## config.mk

```make
export PLATFORM = sky130hd
export DESIGN_NAME = regfile_wb_arbiter
export DESIGN_NICKNAME = d
export VERILOG_FILES = /design/src/rtl/regwb_pkg.sv /design/src/rtl/rr_arbiter.sv /design/src/rtl/regfile_wb_arbiter.sv
export SDC_FILE = /design/constraint.sdc
export NUM_CORES = 1
export LEC_CHECK = 0
export BUFFER_PORTS_ARGS = -buffer_cell sky130_fd_sc_hd__buf_2
export CORE_MARGIN = 5
export CORE_UTILIZATION = 29
export CTS_CLUSTER_SIZE = 12
export DETAILED_ROUTE_END_ITERATION = 10
export HOLD_SLACK_MARGIN = 0.15
export PLACE_DENSITY = 0.5
export SKIP_LAST_GASP = 1
export SLEW_MARGIN = 20
export SYNTH_ARGS = -nofsm -noshare
export SYNTH_HDL_FRONTEND = slang
export SYNTH_SLANG_ARGS = --single-unit
```

## constraint.sdc

```tcl
create_clock -name clk -period 4.2 [get_ports clk]
set_input_delay 0.84 -clock clk [delete_from_list [all_inputs] [get_ports clk]]
set_output_delay 0.84 -clock clk [all_outputs]
set_load 0.02 [all_outputs]
```

## src/rtl/regwb_pkg.sv

```systemverilog
// Shared register-file writeback definitions: widths, the zero register and a
// one-hot register decode used for the pending-write mask.
package regwb_pkg;

    localparam int AW       = 5;
    localparam int DW       = 32;
    localparam int NUM_REGS = 32;
    localparam logic [AW-1:0] REG_ZERO = 5'd0;

    function automatic logic [NUM_REGS-1:0] onehot_reg(input logic [AW-1:0] no);
        logic [NUM_REGS-1:0] oh;
        oh     = '0;
        oh[no] = 1'b1;
        return oh;
    endfunction

endpackage

```

## src/rtl/rr_arbiter.sv

```systemverilog
// Round-robin grant for the writeback requesters: the search starts at rr_ptr
// and the pointer moves just past the winner on every transfer.
module rr_arbiter #(
    parameter int NREQ = 3
) (
    input  logic            clk,
    input  logic            reset,
    input  logic [NREQ-1:0] req,
    input  logic            full,
    output logic [NREQ-1:0] grant
);
    import regwb_pkg::*;

    localparam int PW = (NREQ > 1) ? $clog2(NREQ) : 1;

    logic [PW-1:0] rr_ptr;
    logic [PW-1:0] win_idx;
    logic          win_vld;
    int            cand;

    always_comb begin
        grant   = '0;
        win_idx = rr_ptr;
        win_vld = 1'b0;
        cand    = 0;
        for (int k = 0; k < NREQ; k++) begin
            cand = (int'(rr_ptr) + k) % NREQ;
            if (!win_vld && req[cand]) begin
                win_vld = 1'b1;
                win_idx = PW'(cand);
            end
        end
        // No grant while the queue is full or the block is held in reset.
        if (win_vld && !full && reset)
            grant[win_idx] = 1'b1;
    end

    always_ff @(posedge clk or negedge reset) begin
        if (!reset)
            rr_ptr <= '0;
        else if (win_vld && !full)
            rr_ptr <= (int'(win_idx) == NREQ - 1) ? '0 : win_idx + 1'b1;
    end

endmodule

```

## src/rtl/regfile_wb_arbiter.sv

```systemverilog
// Shares the register-file write port among NREQ writeback sources through an
// in-order write queue, exposing pending-register and forwarding lookups.
module regfile_wb_arbiter #(
    parameter int NREQ  = 3,
    parameter int DEPTH = 4,
    parameter int DW    = 32,
    parameter int AW    = 5
) (
    input  logic                   clk,
    input  logic                   reset,
    input  logic [NREQ-1:0]        req_valid,
    input  logic [NREQ*AW-1:0]     req_no,
    input  logic [NREQ*DW-1:0]     req_data,
    output logic [NREQ-1:0]        req_ready,
    input  logic                   drain_en,
    output logic                   wb_we,
    output logic [AW-1:0]          wb_no,
    output logic [DW-1:0]          wb_din,
    input  logic [AW-1:0]          fwd_no,
    output logic                   fwd_hit,
    output logic [DW-1:0]          fwd_data,
    output logic [31:0]            pending_mask,
    output logic [$clog2(DEPTH):0] count,
    output logic                   full,
    output logic                   empty
);
    import regwb_pkg::*;

    localparam int PW = $clog2(DEPTH);
    localparam int CW = PW + 1;

    logic [AW-1:0] q_no   [DEPTH];
    logic [DW-1:0] q_data [DEPTH];
    logic [PW-1:0] head;
    logic [PW-1:0] tail;
    logic [PW-1:0] scan_idx;
    logic [AW-1:0] sel_no;
    logic [DW-1:0] sel_data;
    logic          push;
    logic          pop;

    rr_arbiter #(.NREQ(NREQ)) u_arb (
        .clk   (clk),
        .reset (reset),
        .req   (req_valid),
        .full  (full),
        .grant (req_ready)
    );

    always_comb begin
        sel_no   = '0;
        sel_data = '0;
        for (int i = 0; i < NREQ; i++) begin
            if (req_ready[i]) begin
                sel_no   = req_no[i*AW +: AW];
                sel_data = req_data[i*DW +: DW];
            end
        end
    end

    // Writes to r0 complete the handshake but never enter the queue.
    assign push  = (|req_ready) && (sel_no != REG_ZERO);
    assign pop   = drain_en && !empty;
    assign full  = (count == CW'(DEPTH));
    assign empty = (count == '0);

    // Queue control and the write-port stage
    always_ff @(posedge clk or negedge reset) begin
        if (!reset) begin
            head   <= '0;
            tail   <= '0;
            count  <= '0;
            wb_we  <= 1'b0;
            wb_no  <= '0;
            wb_din <= '0;
        end else begin
            if (push)
                tail <= tail + 1'b1;
            if (pop) begin
                head   <= head + 1'b1;
                wb_we  <= 1'b1;
                wb_no  <= q_no[head];
                wb_din <= q_data[head];
            end else begin
                wb_we  <= 1'b0;
            end
            count <= count + CW'(push) - CW'(pop);
        end
    end

    always_ff @(posedge clk) begin
        if (push) begin
            q_no[tail]   <= sel_no;
            q_data[tail] <= sel_data;
        end
    end

    // Scan oldest to youngest so the youngest matching entry ends up winning.
    always_comb begin
        pending_mask = '0;
        fwd_hit      = 1'b0;
        fwd_data     = '0;
        scan_idx     = head;
        if (wb_we) begin
            pending_mask = onehot_reg(wb_no);
            if (wb_no == fwd_no) begin
                fwd_hit  = 1'b1;
                fwd_data = wb_din;
            end
        end
        for (int k = 0; k < DEPTH; k++) begin
            scan_idx = head + PW'(k);
            if (k < int'(count)) begin
                pending_mask = pending_mask | onehot_reg(q_no[scan_idx]);
                if (q_no[scan_idx] == fwd_no) begin
                    fwd_hit  = 1'b1;
                    fwd_data = q_data[scan_idx];
                end
            end
        end
        if (fwd_no == REG_ZERO) begin
            fwd_hit  = 1'b0;
            fwd_data = '0;
        end
    end

endmodule

```

# After elaboration in Yosys (flattened, before gate mapping)
# Memories as Yosys holds them, arrays and structs flattened.
# Index checks and enable logic that the tools add are counted.
# word_totals
latchBits	0
ff_bits	47
mem_bits_rw	148
romBits	0
mem_count	2
output_inout_bits	111
# memory_table
name	depth	width	rd	rd_clocked_by_memory_dff	write_ports	line_no	source
q_data	4	32	4	0	1	regfile_wb_arbiter.sv:33	logic [DW-1:0] q_data [DEPTH];
q_no	4	5	4	0	1	regfile_wb_arbiter.sv:32	logic [AW-1:0] q_no [DEPTH];
# op_classes
bitwise	4
n_mul	0
mux	65
div	3
magnitude_cmp	19
n_reduce_logical	20
shift	0
n_eq_ne	7
add_sub_neg	9
# op_table
operator	n
$mux 32	19
$or 32x32->32	4
$lt 32x4->1 const B	3
$mod 32x3->32 const B	2
$mod 3x3->32 const B	1
$lt 5x6->1 const B	5
$mux 1	29
$demux 1 s5	5
$eq 5x5->1	5
$ge 5x1->1 const B	5
$mux 5	3
$logic_and 1x1->1	12
$mux 2	4
$add 2x1->2 const B	3
$bmux 1 s2	3
$lt 1x3->1 const A	2
$lt 2x3->1 const A	2
$logic_not 5->1	1
$reduce_bool 5->1	1
$add 2x2->2 const B	2
$logic_not 1->1	4
$add 2x1->3 const B	1
$add 2x2->3 const B	1
$add 3x1->3	1
9 further kinds	9

# Logic depth before layout (Yosys ltp)
# Gate-level depths: netlist of the first run.
# logic_depth
ltp_word	23
ltp_mapped	17

# By module
# From an unflattened synthesis of the first run, not the netlist that was laid out.
# unflattened
cells_unflattened	1381
hier_area_um2	14188.6
# modules_own_cells
module	seq_area_each_um2	area_each_um2	cells_each	n_inst
regfile_wb_arbiter	5570.3	13807.0	1341	1
rr_arbiter	50.0	381.6	40	1

# Worst setup path before layout of the first run
# Ideal clock, no wire load.
# synth_timing
path_kind	input to register
start	input req_valid[1]
end	memory q_data[0][0] (enable)
required_time_ps	3764
path_buffers	1
path_stages	9
slack_ps	-476
arrival_ps	4240
cell_sequence	mux2i_1 o21a_1 or3_4 a2bb2oi_1 buf_2 nand2b_1 o21ai_0 nor4_4 nor2b_1
# synth_via
elab_chain_cells	22
word_cells_on_any_way	35
cone_classes	order compare (2); mux (23); reduce/logical (10)
# synth_rtl
item	line_no	source
from (decl)	regfile_wb_arbiter.sv:11	input logic [NREQ-1:0] req_valid,
$bmux 1 s2	rr_arbiter.sv:28	if (!win_vld && req[cand]) begin
$mux 1 (not written as such) (2 in a row)	rr_arbiter.sv:28	
$mux 1	rr_arbiter.sv:28	
$logic_not 1->1	rr_arbiter.sv:28	
$logic_and 1x1->1	rr_arbiter.sv:28	
$mux 1	rr_arbiter.sv:28	
$logic_not 1->1	rr_arbiter.sv:28	
$logic_and 1x1->1	rr_arbiter.sv:28	
(+5 left out)	-	
$mux 3 *	rr_arbiter.sv:34	if (win_vld && !full && reset)
$mux 5 (2 in a row)	regfile_wb_arbiter.sv:54	if (req_ready[i]) begin
$mux 5 *	regfile_wb_arbiter.sv:54	
net sel_no[4]	regfile_wb_arbiter.sv:37	logic [AW-1:0] sel_no;
$reduce_bool 5->1 *	regfile_wb_arbiter.sv:62	assign push = (|req_ready) && (sel_no != REG_ZERO);
$logic_and 1x1->1 *	regfile_wb_arbiter.sv:62	
$mux 1 *	regfile_wb_arbiter.sv:92	if (push) begin
$mux 1 (not written as such) *	regfile_wb_arbiter.sv:94	q_data[tail] <= sel_data;
to (decl)	regfile_wb_arbiter.sv:33	
# The timed path passes the listed nets; every way through them passes the cells marked *. The select of a mux whose other input is x is not followed.

# Worst setup path in the final report of the first run
# layout_timing
start	register head[1]
end	output fwd_data[18]
# layout_via
elab_chain_cells	11
word_cells_on_any_way	18
cone_classes	add/sub (3); eq/ne (4); mux (9); memory (2)
# layout_rtl
item	line_no	source
from (decl)	regfile_wb_arbiter.sv:34	logic [PW-1:0] head;
from (signal assigned)	regfile_wb_arbiter.sv:80	head <= head + 1'b1;
branches (longest 9 deep; another with $mem_v2 4x5)	-	
$mux 32 *	regfile_wb_arbiter.sv:113	if (k < int'(count)) begin
$mux 32 *	regfile_wb_arbiter.sv:121	if (fwd_no == REG_ZERO) begin
to (decl)	regfile_wb_arbiter.sv:21	output logic [DW-1:0] fwd_data,
# Every way passes the cells marked *.

==> results by group, run 1 <==
Outcome
  • Outcome: completed

Synth
  • Mapped Area: 13600 µm²
  • Ys async rst share: 0.241
  • Area contributors post-synth: edfxtp_1 33%, mux2i_1 16%, dfrtp_1 8.6%, nand2_1 5.3%, a21oi_1 3.9%
  • Distinct cell type count of the synthesized netlist: 52
  • YS warnings: 0
  • Syn Inst Count: 1460
  • Sequential fraction of the synthesis area: 0.413
  • Mapped Nets: 1595
  • Post-synth EDFFs: 148
  • Top FF cell, synth: edfxtp_1
  • Yosys reg bits: 195
  • Area leader, netlist: edfxtp_1
  • Syn Area/Cell: 9.32 µm²
  • Post-synth top area share: 0.327

Worst setup path
  • Critical R2R Capture: count[2]
  • WP buf/inv: 5
  • CP max stage cell: dfrtp_4
  • Register-to-Register Path Depth: 15
  • R2r setup slk: 300 ps
  • Crit path max-delay family: buffers and inverters
  • Crit path required time: 3360 ps
  • CP peak stage delay: 490 ps
  • Startpoint Class: register
  • CP arrival: 3290 ps
  • Most used cell, CP: buf_4
  • Worst path cell trace: buf_6 -> mux2_2 -> nor2_1 -> a21oi_2 -> xnor2_1 -> nand4_1 -> buf_4 -> nor2_4 -> buf_12 -> a21oi_1 -> o21a_1 -> nor3_1 -> buf_4 -> buf_2
  • Reg2reg start: u_arb.rr_ptr[0]
  • Crit-path max FO: 21
  • Worst Setup End Kind: output port
  • Setup CP Type: reg -> out

Global route
  • Total track usage: 0.179
  • Antenna violations before repair: 0
  • Largest net degree at the start of global routing: 73
  • Grt ovf: 0
  • First-pass GRT wire length: 71.2 mm
  • Vias in the first global route: 12000

CTS
  • Clock sinks: 195
  • Cts bufs inserted: 17
  • Clock transition at path regs: 80 ps
  • Clk_lat worst skew: 440 ps
  • Clock buffer depth: 2
  • CTS H-tree depth: 4
  • CTS tree: built
  • Root Driver: clkbuf_16

Timing
  • Max-slew violations: 0
  • # setup viols final: 0
  • Fin crit share: 0.984
  • Final Hold Vio Count: 0
  • Slew @ Worst Pin: 845 ps
  • Relative slew slack: 0.437
  • Clock skew: 10.5 ps
  • Min cycle time layout: 4130 ps
  • Highest clock rate: 242 MHz
  • RSZ-0062 raised after global routing: true

Drt
  • Via count: 12400
  • Iter 0 DRT Violations: 1014
  • Vias per inst: 5.37
  • DRT antenna net count: 0
  • # DRC: 0
  • Wire length per cell: 21.6 µm
  • Drt total wl: 49.9 mm
  • First-pass DRT Iterations: 6

Final layout
  • Area Overhead vs Synth: 24.7%
  • Final net count: 1821
  • Final instance area: 17000 µm²
  • Antenna diodes: 0
  • Core Util, Final: 0.365
  • Layout cells sized above 1: 0.277
  • Commonest cells after routing, fill and taps aside: 211 x mux2i_1, 205 x buf_2, 190 x nand2_1
  • Commonest non-fill, non-tap cell in the layout: mux2i_1

Die
  • Total core area: 46500 µm²
  • Initial core utilization: 0.293
  • Ports: 233
  • Die ar.: 51300 µm²
  • Die height: 227 µm
  • Num rows: 79
  • Die W: 227 µm

Placement
  • GP Congestion: 0.896
  • DP Area: 15700 µm²
  • DP HPWL: 32.6 mm
  • Count of input and output buffers: 232

Min path
  • Hold_sp: wb_din[10]
  • Worst Hold Class: reg -> reg
  • WHS Path Cells: 2
  • Hold worst-path end: wb_din[10]

Job
  • Max Cap Viol: 0
## area by class of cell
cell class / instances / area [µm²]
fillers: 4751 / 29500
multi-input cells: 1139 / 7790
flip-flops and latches: 195 / 5630
repair buffers: 320 / 2180
well taps: 607 / 759
clock buffers: 19 / 443
clock inverters: 13 / 115
inverters: 13 / 48.8
## tightest hold or removal path: stages, from the launching register on
cell and delay [ps]:
dfrtp_1 370, nand2_1 50, o21ai_0 60
## flip-flops by register name, summed over array words and instances, names as in the netlist
register and flops:
count 3, q_no 20, u_arb.rr_ptr 2, head 2
tail 2, wb_no 5, wb_din 32, q_data 128
wb_we 1
## logic make-up (layout without fill, tap and decap cells)
family | Yosys count | after routing | synth area share
AOI/OAI and AO/OA | 354 | 354 | 0.157
xor gates and xnor gates | 29 | 29 | 0.0187
DFF | 195 | 195 | 0.413
buffers and inverters | 126 | 365 | 0.0403
adders and majority gates | 13 | 13 | 0.0125
muxes | 266 | 266 | 0.204
and+or+nand+nor | 477 | 477 | 0.154
## Yosys cell counts, types with 10 or more instances
library cell	instances
xnor2_1	20
clkbuf_1	60
mux2_2	45
buf_2	24
dfrtp_1	47
mux2i_1	216
inv_1	12
ha_1	12
a21oi_1	107
nand2b_1	10
nand2_1	191
o21ai_0	103
nor2_1	129
a211oi_1	32
o21a_1	34
buf_1	19
nor3_1	40
a22oi_1	62
edfxtp_1	148
nand3_1	67
## worst max-delay path by stage
stage	startpoint	end	slack, ps	cells after the start
after floorplan	req_valid[1]	q_data[0][0]	-480	9
after global placement	head[0]	fwd_data[2]	150	10
after detailed placement	head[0]	fwd_data[2]	130	10
after CTS	head[0]	fwd_data[30]	-30	11
after global routing	head[0]	fwd_data[15]	-100	13
final	head[1]	fwd_data[18]	70	14
## per-stage QoR
step	cells	hold WS, ps	setup TNS [ps]	setup slack (ps)
6_report	2306	508	0	67.0
5_1_grt	2306	538	-757	-104
4_1_cts	2285	510	-54.3	-30.6
3_5_place_dp	2246	493	0	128
3_3_place_gp	2246	484	0	147
2_1_floorplan	1460	498	-70460	-476
## repair_timing
| action | CTS | global route |
|---|---|---|
| setup endpoints to repair | 32 | 34 |
| cloned | 0 | 9 |
| gates resized for setup | 19 | 89 |
| endpoints found under the hold margin | 0 | 0 |
| hold buffers | 0 | 0 |
| pin swaps | 2 | 23 |
| buffers inserted | 7 | 13 |
## per-layer routing
layer  global-route usage  up-vias  routed length (µm)
met1                0.235     6090               21600
met3               0.0309       68                2900
met2                0.309      422               24400
met4               0.0419        0                 971
met5                    0        -                   0
li1                     -     5808                   -
Power of run 1 is not shown: default switching activity piles up to over one toggle a cycle in this logic, so the estimate is an artifact.
==> run 2: changes to the inputs <==
- BUFFER_PORTS_ARGS: -buffer_cell sky130_fd_sc_hd__buf_2 -> unset
- DONT_BUFFER_PORTS: unset -> 1
- PLACE_DENSITY: 0.5 -> 0.46
==> run 2 against run 1 <==
- die area did not move
- cell area fell by 5.5%
- sequential share of layout area rose by 1.9 points
- register-to-register slack improved by 90 ps
- setup slack got worse by 58 ps
- fmax fell by 1.4%
- cell count fell by 9.0%
- critical endpoint is now fwd_data[3]
- first-iteration DRC count fell by 0.99%
- non-clock buffer count fell by 207
- critical path depth fell by 2
==> results by group, run 2 (synthesis results as in run 1) <==
Worst setup path
  • Crit path required time: 3360 ps
  • CP peak stage delay: 510 ps
  • Crit path max-delay family: buffers and inverters
  • Setup CP Type: reg -> out
  • Worst path cell trace: buf_12 -> mux4_2 -> xor2_1 -> nor4_2 -> nand3_4 -> buf_12 -> buf_12 -> o21ai_0 -> mux2i_1 -> o21a_1 -> nor3_2 -> buf_4
  • CP arrival: 3350 ps
  • CP max stage cell: dfrtp_4
  • WP buf/inv: 4
  • Startpoint Class: register
  • Crit-path max FO: 16
  • Worst Setup End Kind: output port
  • Most used cell, CP: buf_12

Timing
  • Relative slew slack: 0.413
  • Highest clock rate: 239 MHz
  • Clock skew: 7.39 ps
  • Final Hold Vio Count: 0
  • # setup viols final: 0
  • Slew @ Worst Pin: 878 ps
  • Min cycle time layout: 4190 ps
  • RSZ-0062 raised after global routing: true
  • Fin crit share: 0.998
  • Worst Setup Slack, final: 8.80 ps
  • Max-slew violations: 0

CTS
  • Clock transition at path regs: 70 ps
  • CTS tree: built
  • Clock buffer depth: 2
  • Clk_lat worst skew: 450 ps
  • Cts bufs inserted: 17
  • Root Driver: clkbuf_16
  • Clock sinks: 195
  • CTS H-tree depth: 4

Final layout
  • Area Overhead vs Synth: 17.8%
  • Antenna diodes: 0
  • Top Registers: q_data: 128 flops, wb_din: 32 flops, q_no: 20 flops
  • Top reg by flops: q_data
  • Layout cells sized above 1: 0.188
  • Commonest cells after routing, fill and taps aside: 212 x mux2i_1, 190 x nand2_1, 148 x edfxtp_1
  • # fillers: 4740
  • Max reg flops: 128
  • Commonest non-fill, non-tap cell in the layout: mux2i_1
  • Final net count: 1614

Placement
  • Count of input and output buffers: 0
  • DP HPWL: 31.4 mm
  • GP Congestion: 0.897
  • Pre-CTS setup slack: 119 ps

Global route
  • First-pass GRT wire length: 69.6 mm
  • Total track usage: 0.178
  • Largest net degree at the start of global routing: 130
  • Grt ovf: 0
  • Antenna violations before repair: 0
  • Vias in the first global route: 11000

Die
  • Num rows: 79
  • Ports: 233
  • Die ar.: 51300 µm²
  • Die W: 227 µm
  • Initial core utilization: 0.293
  • Total core area: 46500 µm²
  • Die height: 227 µm

Drt
  • Via count: 11400
  • Wire length per cell: 22.8 µm
  • Drt total wl: 47.8 mm
  • Iter 0 DRT Violations: 1004
  • Vias per inst: 5.42
  • DRT antenna net count: 0
  • # DRC: 0
  • First-pass DRT Iterations: 5

Min path
  • Worst Hold Class: in -> async

Outcome
  • Outcome: completed

Job
  • Max Cap Viol: 0
run 2: cell count changes in the layout (fill, tap and decap cells not counted), moves of 4 or more:
cell,before,now
buf_2,205,0
bufinv_16,0,4
clkbuf_16,24,20
inv_6,5,1
nand3_1,65,60
nand3_2,1,6
o21ai_0,88,79
o21ai_2,0,6
run 2: path summary, 6_finish.rpt:
path | slack [ps] | from | to | cells past startpoint
setup reg to reg | 390 | u_arb.rr_ptr[0] | count[2] | 15
hold / removal | 260 | reset | count[2] | 1
max in group asynchronous | 3620 | reset | head[0] | 1
min in group clk | 560 | tail[0] | tail[0] | 1
setup / recovery | 9 | head[0] | fwd_data[3] | 12
hold reg to reg | 560 | tail[0] | tail[0] | 1
run 2: through the flow:
step / cell area, µm² / hold slack [ps] / utilization / std cells / TNS (ps)
global placement: 14700 / 547 / 0.317 / 2044 / 0
detailed placement: 14700 / 544 / 0.317 / 2044 / 0
CTS: 15600 / 248 / 0.336 / 2085 / -153
global route: 16000 / 262 / 0.345 / 2098 / -2190
finish: 16000 / 257 / 0.345 / 2098 / 0
floorplan: 13600 / 498 / - / 1460 / -70460
run 2: worst register-to-register path: stages (launching register included):
cell and delay [ps]:
dfrtp_1 400, inv_1 140, ha_2 280, mux2i_1 260, o21ai_1 130, or3_4 430
o22ai_4 240, and2_4 290, nand3_1 100, o21ai_1 300, nor4_4 120, ha_1 300
inv_1 40, ha_1 180, fa_1 380, xnor2_1 130
run 2: timing repair:
action / in CTS / in global routing
buffers inserted: 8 / 9
hold buffers: 1 / 0
pin swaps: 2 / 31
resized for setup: 20 / 76
endpoints found under the hold margin: 47 / 0
setup endpoints to repair: 33 / 149
gates cloned: 1 / 4
run 2: routing by layer:
layer | part of all wire | vias up | global-route usage | wire length [µm]
li1 | - | 5383 | - | -
met1 | 0.45 | 5620 | 0.240 | 21400
met2 | 0.48 | 326 | 0.298 | 23100
met3 | 0.051 | 48 | 0.0299 | 2430
met4 | 0.017 | 0 | 0.0501 | 822
met5 | 0 | - | 0 | 0
run 2: cell type report:
class,count,area (µm²),area share
multi-input combinational,1139,7820,0.488
sequential,195,5630,0.351
timing repair buffer,113,1150,0.0716
tap,607,759,0.0474
clock buffer,18,439,0.0274
clock inverter,13,184,0.0115
inverter,13,51.3,0.00320
Power of run 2 is left out for the same reason.
==> run 3: changes to the inputs <==
- REMOVE_ABC_BUFFERS: unset -> 1
==> run 3 against run 2 <==
- the run now ends with setup timing left
- cell area is 2.5% higher
- critical path depth is 1 higher
- clock skew grew 5.8 ps
- global-route usage is 0.31 points higher
- utilization rose by 0.86 points
- critical endpoint is now fwd_data[29]
- largest cell class unchanged
==> results by group, run 3 (synthesis results as in run 1) <==
Worst setup path
  • Crit path required time: 3360 ps
  • Register-to-Register Path Depth: 17
  • Worst path cell trace: buf_6 -> mux4_2 -> xor2_1 -> nor4_2 -> nand3_4 -> buf_12 -> clkbuf_16 -> o21ai_1 -> mux2i_1 -> o21a_1 -> nor3_2 -> buf_4 -> buf_4
  • Worst Setup End Kind: output port
  • CP arrival: 3430 ps
  • Crit-path max FO: 9
  • CP peak stage delay: 530 ps
  • Critical R2R Capture: count[2]
  • CP max stage cell: dfrtp_4
  • Setup CP Type: reg -> out
  • Most used cell, CP: buf_4
  • Reg2reg start: u_arb.rr_ptr[1]
  • R2r setup slk: 210 ps
  • Startpoint Class: register

Placement
  • Count of input and output buffers: 0
  • DP HPWL: 31.3 mm
  • GP Congestion: 0.906
  • DP Area: 14900 µm²
  • Placed cells: 2061

Die
  • Ports: 233
  • Die ar.: 51300 µm²
  • Initial core utilization: 0.293
  • Die height: 227 µm
  • Total core area: 46500 µm²
  • Num rows: 79
  • Die W: 227 µm

Outcome
  • Failing checks: setup timing
  • Outcome: complete, but fails checks

Global route
  • Largest net degree at the start of global routing: 151
  • Vias in the first global route: 11200
  • Antenna violations before repair: 3
  • First-pass GRT wire length: 70.1 mm
  • Grt ovf: 0
  • Total track usage: 0.182

Final layout
  • Layout cells sized above 1: 0.213
  • Commonest cells after routing, fill and taps aside: 212 x mux2i_1, 190 x nand2_1, 148 x edfxtp_1
  • Finished Layout Cells: 2131
  • Final instance area: 16400 µm²
  • Area Overhead vs Synth: 20.8%
  • Top Registers: q_data: 128 flops, wb_din: 32 flops, q_no: 20 flops
  • Max reg flops: 128
  • Top reg by flops: q_data
  • Final net count: 1642
  • Commonest non-fill, non-tap cell in the layout: mux2i_1
  • Core Util, Final: 0.354

Timing
  • # setup viols final: 5
  • Max-slew violations: 0
  • Min cycle time layout: 4270 ps
  • Slew @ Worst Pin: 876 ps
  • Final Hold Vio Count: 0
  • Fin crit share: 1.02
  • Worst Setup Slack, final: -70.3 ps
  • Relative slew slack: 0.416
  • Setup TNS: -168 ps
  • Highest clock rate: 234 MHz
  • RSZ-0062 raised after global routing: true
  • Clock skew: 13.2 ps

Drt
  • Via count: 11700
  • Drt total wl: 50.4 mm
  • Iter 0 DRT Violations: 730
  • DRT antenna net count: 0
  • # DRC: 0
  • Wire length per cell: 23.7 µm
  • First-pass DRT Iterations: 6
  • Vias per inst: 5.47

Min path
  • Worst Hold Class: in -> async

CTS
  • Clk_lat worst skew: 460 ps
  • CTS tree: built
  • Clock transition at path regs: 70 ps
  • Clock buffer depth: 2
  • Cts bufs inserted: 17
  • Root Driver: clkbuf_16
  • Clock sinks: 195
  • CTS H-tree depth: 4

Job
  • Max Cap Viol: 0
-- run 3: cell types whose count changed in the layout (fill, tap and decap cells not counted), moves of 6 or more --
cell	change
a211oi_1	-7
buf_6	+6
a211oi_2	+6
buf_4	+9
o21ai_1	-10
o21ai_2	+6
buf_12	+6
-- run 3: timing repair --
| item | 4_1_cts | 5_1_grt |
|---|---|---|
| setup endpoints to repair | 33 | 53 |
| hold buffers | 1 | 0 |
| buffers inserted | 12 | 12 |
| gates cloned | 1 | 10 |
| pin swaps | 2 | 40 |
| gates resized for setup | 10 | 109 |
| hold endpoints to repair | 47 | 0 |
-- run 3: per-layer routing --
layer	vias to the layer above	track usage	wire, µm
li1	5449	-	-
met1	5770	0.244	22300
met5	-	0	0
met3	49	0.0325	3100
met4	0	0.0559	1070
met2	382	0.300	23900
-- run 3: how the worst max path moves through the flow --
stage / start / to / slack [ps] / cells past startpoint
after floorplan: head[0] / fwd_data[30] / -6140 / 8
after global placement: head[0] / fwd_data[14] / 150 / 11
after detailed placement: req_valid[2] / q_data[1][11] / 120 / 9
after CTS: head[0] / fwd_data[14] / -30 / 11
after global routing: head[0] / fwd_data[31] / -160 / 13
final: head[0] / fwd_data[29] / -70 / 13
-- run 3: stage by stage --
| stage | setup slack (ps) | hold WS (ps) |
|---|---|---|
| 2_1_floorplan | -6140 | 498 |
| 3_3_place_gp | 150 | 541 |
| 3_5_place_dp | 117 | 532 |
| 4_1_cts | -34.6 | 253 |
| 5_1_grt | -164 | 261 |
| 6_report | -70.3 | 265 |
-- run 3: worst max-delay path, delay by kind of cell (launching register included) --
kind                      cells  cell delay (ps)
muxes                         2              550
xor gates and xnor gates      1              190
and+or+nand+nor               3              580
AOI/OAI and AO/OA             2              320
DFF                           1              530
buffers and inverters         5              760
-- run 3: layout make-up --
| type | count | area [µm²] |
|---|---|---|
| Fill cell | 4708 | 30000 |
| Multi-Input combinational cell | 1140 | 7910 |
| Sequential cell | 195 | 5630 |
| Timing Repair Buffer | 140 | 1520 |
| Tap cell | 607 | 759 |
| Clock buffer | 18 | 429 |
| Clock inverter | 14 | 120 |
| Inverter | 13 | 50.0 |
| Antenna cell | 4 | 10.0 |
Power of run 3 is left out for the same reason.
